--- config.mk ---
export PLATFORM = sky130hd
export DESIGN_NAME = design_25
export DESIGN_NICKNAME = d
export VERILOG_FILES = /design/src/rtl/design_25.sv
export SDC_FILE = /design/constraint.sdc
export NUM_CORES = 1
export LEC_CHECK = 0
export BUFFER_PORTS_ARGS = -buffer_cell sky130_fd_sc_hd__buf_2
export CAP_MARGIN = 40
export CORE_MARGIN = 1.5
export CORE_UTILIZATION = 38
export CTS_CLUSTER_DIAMETER = 40
export DETAILED_ROUTE_END_ITERATION = 12
export GPL_TIMING_DRIVEN = 0
export PLACE_DENSITY = 0.75
export SYNTH_ARGS = -nofsm -noshare
export SYNTH_HDL_FRONTEND = slang
export SYNTH_SLANG_ARGS = --single-unit
--- constraint.sdc ---
create_clock -name clk -period 1.2 [get_ports clk]
set_input_delay 0.12 -clock clk [delete_from_list [all_inputs] [get_ports clk]]
set_output_delay 0.12 -clock clk [all_outputs]
set_load 0.01 [all_outputs]
--- src/rtl/design_25.sv ---
// Registered W-bit adder with a one-cycle start/valid handshake.
// Each accepted start yields valid for exactly the following cycle.
module design_25 #(
  parameter int W = 8
) (
  input  logic         clk,
  input  logic         rst_n,
  input  logic         start,
  input  logic [W-1:0] a,
  input  logic [W-1:0] b,
  output logic [W-1:0] y,
  output logic         valid
);

  // Carry out is intentionally dropped: result wraps mod 2^W.
  logic [W-1:0] sum;

  assign sum = a + b;

  always_ff @(posedge clk or negedge rst_n) begin
    if (!rst_n) begin
      y     <= '0;
      valid <= 1'b0;
    end else begin
      valid <= start;
      if (start) begin
        y <= sum;
      end
    end
  end

endmodule

==> results.cfg, run 1 <==
[timing]
skew_ps = 0
fin_ws_ps = -64.1
timing.final.crit_share_pct = 105
fmax_mhz = 791
rsz0062_at_grt = true
slew_headroom_pct = 78.1
setup_tns_ps = -64.1
finalMaxSlewViolations = 0
final-setup-viol-count = 1
worstMarginPinSlew_ps = 326
hold_viol_final = 0
min_period_ps = 1260
whs_ps = 20.8

[setup_path]
worstPathArrival_ps = 1450
critPathKind = primary input to flip-flop
ff2ff_setup_slack_ps = 160
cp-start-kind = primary input
required_ps = 1380
end_kind = flip-flop
cp_max_fo = 2

[yosys]
synth.area.top_cells = dfrtp_1 (32%), ha_1 (13%), inv_1 (4.3%)
ys_ff_latch = 9
yosysWarnings = 0
syn_inst = 72
postSynthAreaPerCell_sq_um = 9.63
seq_area_frac_synth_pct = 32.5
mappedNetlistNets = 99
ys_types = 35
synth_area_leader_cell = dfrtp_1
synth_area_sq_um = 693
synth_top_area_share_pct = 32.5

[clock_tree]
clk_pin_slew_ps = 60
worst_skew_pair.late_latency_ps = 250
cts_tree = done
htreeDepth = 1
cts.sinks = 9
cts_buffers = 3
cts_root_buffer = clkbuf_4
clock_path_buffers = 2

[drt]
num_vias = 688
met3_wirelength_um = 139
drt_wl_total_um = 1590
wl_met1_um = 641
firstDrtPassIters = 4
final_antenna_net_count = 0
wl_per_cell_um = 11.9
drc = 0
viasPerCell = 5.17
highest_layer = met4
dr_wl_met2_um = 797
drtIter0Drc = 18

[layout]
antenna-diode-count = 0
nets = 136
layout_commonest_cell = buf_2
drive_gt1_share_pct = 44.4
syn_to_final_growth_pct = 40.4
utilization_pct = 56.4
final_cell_mix = buf_2 (27), dfrtp_1 (9), inv_1 (7)
fin_cells = 133
nFillCells = 159

[placement]
dp.cells = 124
globalplace.congestion = 0.834
port-buffer-count = 27
hpwlAfterDp_um = 1210

[floorplan]
num_rows = 15
core_sq_um = 1730
io_pins = 28
die_w_um = 45.7
dieArea_sq_um = 2090
die_h_um = 45.7
start_util_pct = 40.1

[run_status]
status = finished with violations
violations = setup timing

[grt]
gr-total-overflow = 0
grt_usage_pct = 17.0
grt_pass1_vias = 603
grt_max_degree = 11
grt_pass1_wl_um = 2520
antenna_found_initial = 0

[pwr]
ir_drop_mv = 0.939
p_total_mw = 0.984
leakagePower_nw = 0.460
p_per_area_nw_per_um2 = 1010

[hold_path]
hp-class = primary input to flip-flop

[job]
drv_cap = 0
through the flow:
step	setup slack, ps	instance area [sq um]
after global routing	-103	973
after floorplan	-238	708
after CTS	-104	963
final	-64.1	973
after detailed placement	-431	875
after global placement	-407	875
layer usage:
layer / global-route usage [%] / vias to the layer above
met4: 5.14 / 0
met3: 7.14 / 2
met2: 26.8 / 25
met5: 0 / -
li1: - / 346
met1: 21.2 / 315
synth_stat cells:
master	count
xnor2_1	1
a211oi_2	1
a21o_1	1
o21ai_0	2
nand3b_1	1
and2b_1	1
o211ai_1	2
inv_2	1
buf_2	2
o21ai_1	1
ha_1	7
o31ai_2	1
a311oi_1	1
nand2_1	4
nor2_1	1
a22oi_1	1
inv_1	8
a41oi_1	1
o211ai_2	1
o2bb2ai_1	2
a211oi_1	3
o21a_1	2
fa_1	1
nor4_1	3
dfrtp_1	9
nor3_1	3
mux2_2	2
nand4_1	1
a2111o_1	1
o21bai_1	1
a21oi_1	1
o31ai_1	1
nor2b_1	1
xor2_1	1
nand3_1	2
cell type report:
cell class / instances / area [sq um] / share of cell area [%]
inverters: 9 / 33.8 / 3.47
flip-flops and latches: 9 / 225 / 23.1
multi-input cells: 52 / 459 / 47.2
well taps: 25 / 31.3 / 3.21
clock buffers: 4 / 26.3 / 2.70
plain buffers: 2 / 10.0 / 1.03
repair buffers: 32 / 188 / 19.3
power by group:
| group | internal, mW | total [mW] | switching (mW) |
|---|---|---|---|
| registers | 0.355 | 0.376 | 0.0211 |
| clock network | 0.128 | 0.225 | 0.0971 |
| logic | 0.184 | 0.383 | 0.199 |
| total | 0.666 | 0.984 | 0.317 |
path summary, 6_finish.rpt:
kind / from / end / cells past startpoint
max: b[0] / y[6] / 8
min: start / valid / 1
max reg2reg: y[6] / y[6] / 3
min reg2reg: y[1] / y[1] / 2
max in group asynchronous: rst_n / y[5] / 2
min in group asynchronous: rst_n / y[2] / 2
sequential cells by signal (all words and copies together) (netlist names):
name / count
valid: 1
y: 8
logic make-up (layout without fill, tap and decap cells):
group                      after synthesis  count (layout)  synth area share [%]
AOI/OAI and AO/OA                       23              23                  26.9
xor gates and xnor gates                 2               2                  2.53
adders and majority gates                8               8                  15.5
buffers and inverters                   11              47                  6.32
DFF                                      9               9                  32.5
muxes                                    2               2                  3.25
and+or+nand+nor                         17              17                  13.0
timing repair:
item                                    4_1_cts  5_1_grt
endpoints found under the setup margin        1        3
hold buffers                                  1        0
endpoints found under the hold margin         9        0
pin swaps                                     4        1
buffers inserted                              4        0
cloned                                        0        0
resized for setup                             4        2
worst max-delay path, cell delays in order:
cell	delay, ps
buf_6	80
ha_4	120
inv_2	30
fa_2	320
and2b_2	260
o31ai_4	60
a2111o_1	390
o211ai_2	60
Power figures use the tool's default switching activity.
==> run 2, diff against run 1 <==
--- a/config.mk
+++ b/config.mk
@@ -13,6 +13,7 @@
 export DETAILED_ROUTE_END_ITERATION = 12
 export GPL_TIMING_DRIVEN = 0
 export PLACE_DENSITY = 0.75
+export RECOVER_POWER = 25
 export SYNTH_ARGS = -nofsm -noshare
 export SYNTH_HDL_FRONTEND = slang
 export SYNTH_SLANG_ARGS = --single-unit
==> run 2 against run 1 <==
  * The run still ends with setup timing left
  * Core utilization down 0.073 points
  * Final cell count stayed put
  * Clock skew did not move
  * Die area stayed put
  * Critical path depth stayed put
  * Setup slack barely moved
  * Non-clock buffer count did not move
  * First-iteration DRC count did not move
  * Global-route usage stayed put
  * Critical endpoint unchanged
  * Largest cell class unchanged
  * Highest routed layer is now met3
==> results.cfg, run 2 (synthesis results as in run 1) <==
[setup_path]
worstPathArrival_ps = 1450
ff2ff_setup_slack_ps = 160
required_ps = 1380
cp-start-kind = primary input
r2r_end = y[6]
slowest_delay_ps = 390
r2r_cells = 3
setup.worst_path.start = b[0]
critPathKind = primary input to flip-flop
critPathBufInv = 2
end_kind = flip-flop
cp-endpoint = y[6]
cp_max_fo = 2
path_cells = buf_6 > ha_4 > inv_2 > fa_2 > and2b_2 > o31ai_4 > a2111o_1 > o211ai_2
worstReg2RegStart = y[6]
crit_cells = 8
slowest_stage = a2111o_1
path_delay_family = compound AO/OA/AOI/OAI gates

[pwr]
power_frac_comb_pct = 38.9
p_clk_share_pct = 22.9
power_switching_mw = 0.317
p_total_mw = 0.983
swShare_pct = 32.3
seq_power_share_pct = 38.2
power.internal_mw = 0.666
p_per_area_nw_per_um2 = 1010
ir_drop_mv = 0.939
leakagePower_nw = 0.457

[grt]
grt_pass1_wl_um = 2520
grt_pass1_vias = 603
antenna_found_initial = 0
grt_max_degree = 11
grt_usage_pct = 17.0
gr-total-overflow = 0

[floorplan]
io_pins = 28
core_sq_um = 1730
die_w_um = 45.7
dieArea_sq_um = 2090
start_util_pct = 40.1
num_rows = 15
die_h_um = 45.7

[clock_tree]
cts_tree = done
cts_buffers = 3
cts_root_buffer = clkbuf_4
clock_path_buffers = 2
clk_pin_slew_ps = 60
htreeDepth = 1
worst_skew_pair.late_latency_ps = 250
cts.sinks = 9

[layout]
final_area_sq_um = 972
largest_register_ffs = 8
top_regs = y (8), valid (1)
final_cell_mix = buf_2 (26), dfrtp_1 (9), inv_1 (7)
drive_gt1_share_pct = 43.5
regMostFlops = y
fin_cells = 133
syn_to_final_growth_pct = 40.3
antenna-diode-count = 0
nets = 136
layout_commonest_cell = buf_2

[timing]
slew_headroom_pct = 67.0
timing.final.crit_share_pct = 105
finalMaxSlewViolations = 0
min_period_ps = 1260
fin_ws_ps = -63.8
hold_viol_final = 0
worstMarginPinSlew_ps = 495
final-setup-viol-count = 1
fmax_mhz = 791
skew_ps = 0
rsz0062_at_grt = true

[placement]
place_area_sq_um = 875
port-buffer-count = 27
globalplace.congestion = 0.834
dp.cells = 124
dpl_worst_slack_ps = -431
hpwlAfterDp_um = 1210

[drt]
firstDrtPassIters = 4
drtIter0Drc = 18
viasPerCell = 5.14
wl_per_cell_um = 11.9
num_vias = 684
drt_wl_total_um = 1580
drc = 0
final_antenna_net_count = 0

[run_status]
status = finished with violations
violations = setup timing

[hold_path]
hp-class = primary input to flip-flop

[job]
drv_cap = 0
run 2: changes by cell type in the layout (fill, tap and decap cells not counted), sizes merged:
cell / previous run / this run
buf: 33 / 32
clkbuf: 4 / 5
run 2: stage by stage:
stage	hold slack, ps	util [%]	TNS [ps]
after floorplan	-176	-	-261
after global placement	-21.3	50.7	-988
after detailed placement	-16.6	50.7	-1070
after CTS	20.4	55.8	-108
after global routing	16.4	56.3	-191
final	20.5	56.3	-63.8
run 2: final cells by class:
type                    count  area (sq um)
fillers                   158           754
clock buffers               4          26.3
plain buffers               2          10.0
inverters                   9          33.8
flip-flops and latches      9           225
multi-input cells          52           459
repair buffers             32           186
well taps                  25          31.3
run 2: repair_timing:
action,in CTS,in global routing
resized for setup,4,2
pin swaps,4,1
endpoints found under the hold margin,9,0
endpoints found under the setup margin,1,3
setup buffers,4,0
hold buffers,1,0
run 2: power by group through the flow:
stage / clock [mW] / combinational, mW / sequential, mW
6_report: 0.225 / 0.383 / 0.376
3_3_place_gp: 0 / 0.340 / 0.382
5_1_grt: 0.253 / 0.424 / 0.380
2_1_floorplan: 0 / 0.193 / 0.410
4_1_cts: 0.233 / 0.378 / 0.376
3_5_place_dp: 0 / 0.348 / 0.381
run 2: worst min-delay path by stage:
stage               start     to  slack, ps  depth (start not counted)
detailed placement  rst_n  valid        -20                          1
finish              start  valid         20                          1
CTS                 start  valid         20                          1
global route        start  valid         20                          1
global placement    rst_n  valid        -20                          1
floorplan           rst_n  valid       -180                          0
run 2: routing by layer:
metal / vias up / track usage (%) / part of all wire, %
met5: - / 0 / 0
met4: 0 / 5.14 / 0
met3: 0 / 7.14 / 8.5
met2: 25 / 26.8 / 51
met1: 313 / 21.2 / 41
li1: 346 / - / -
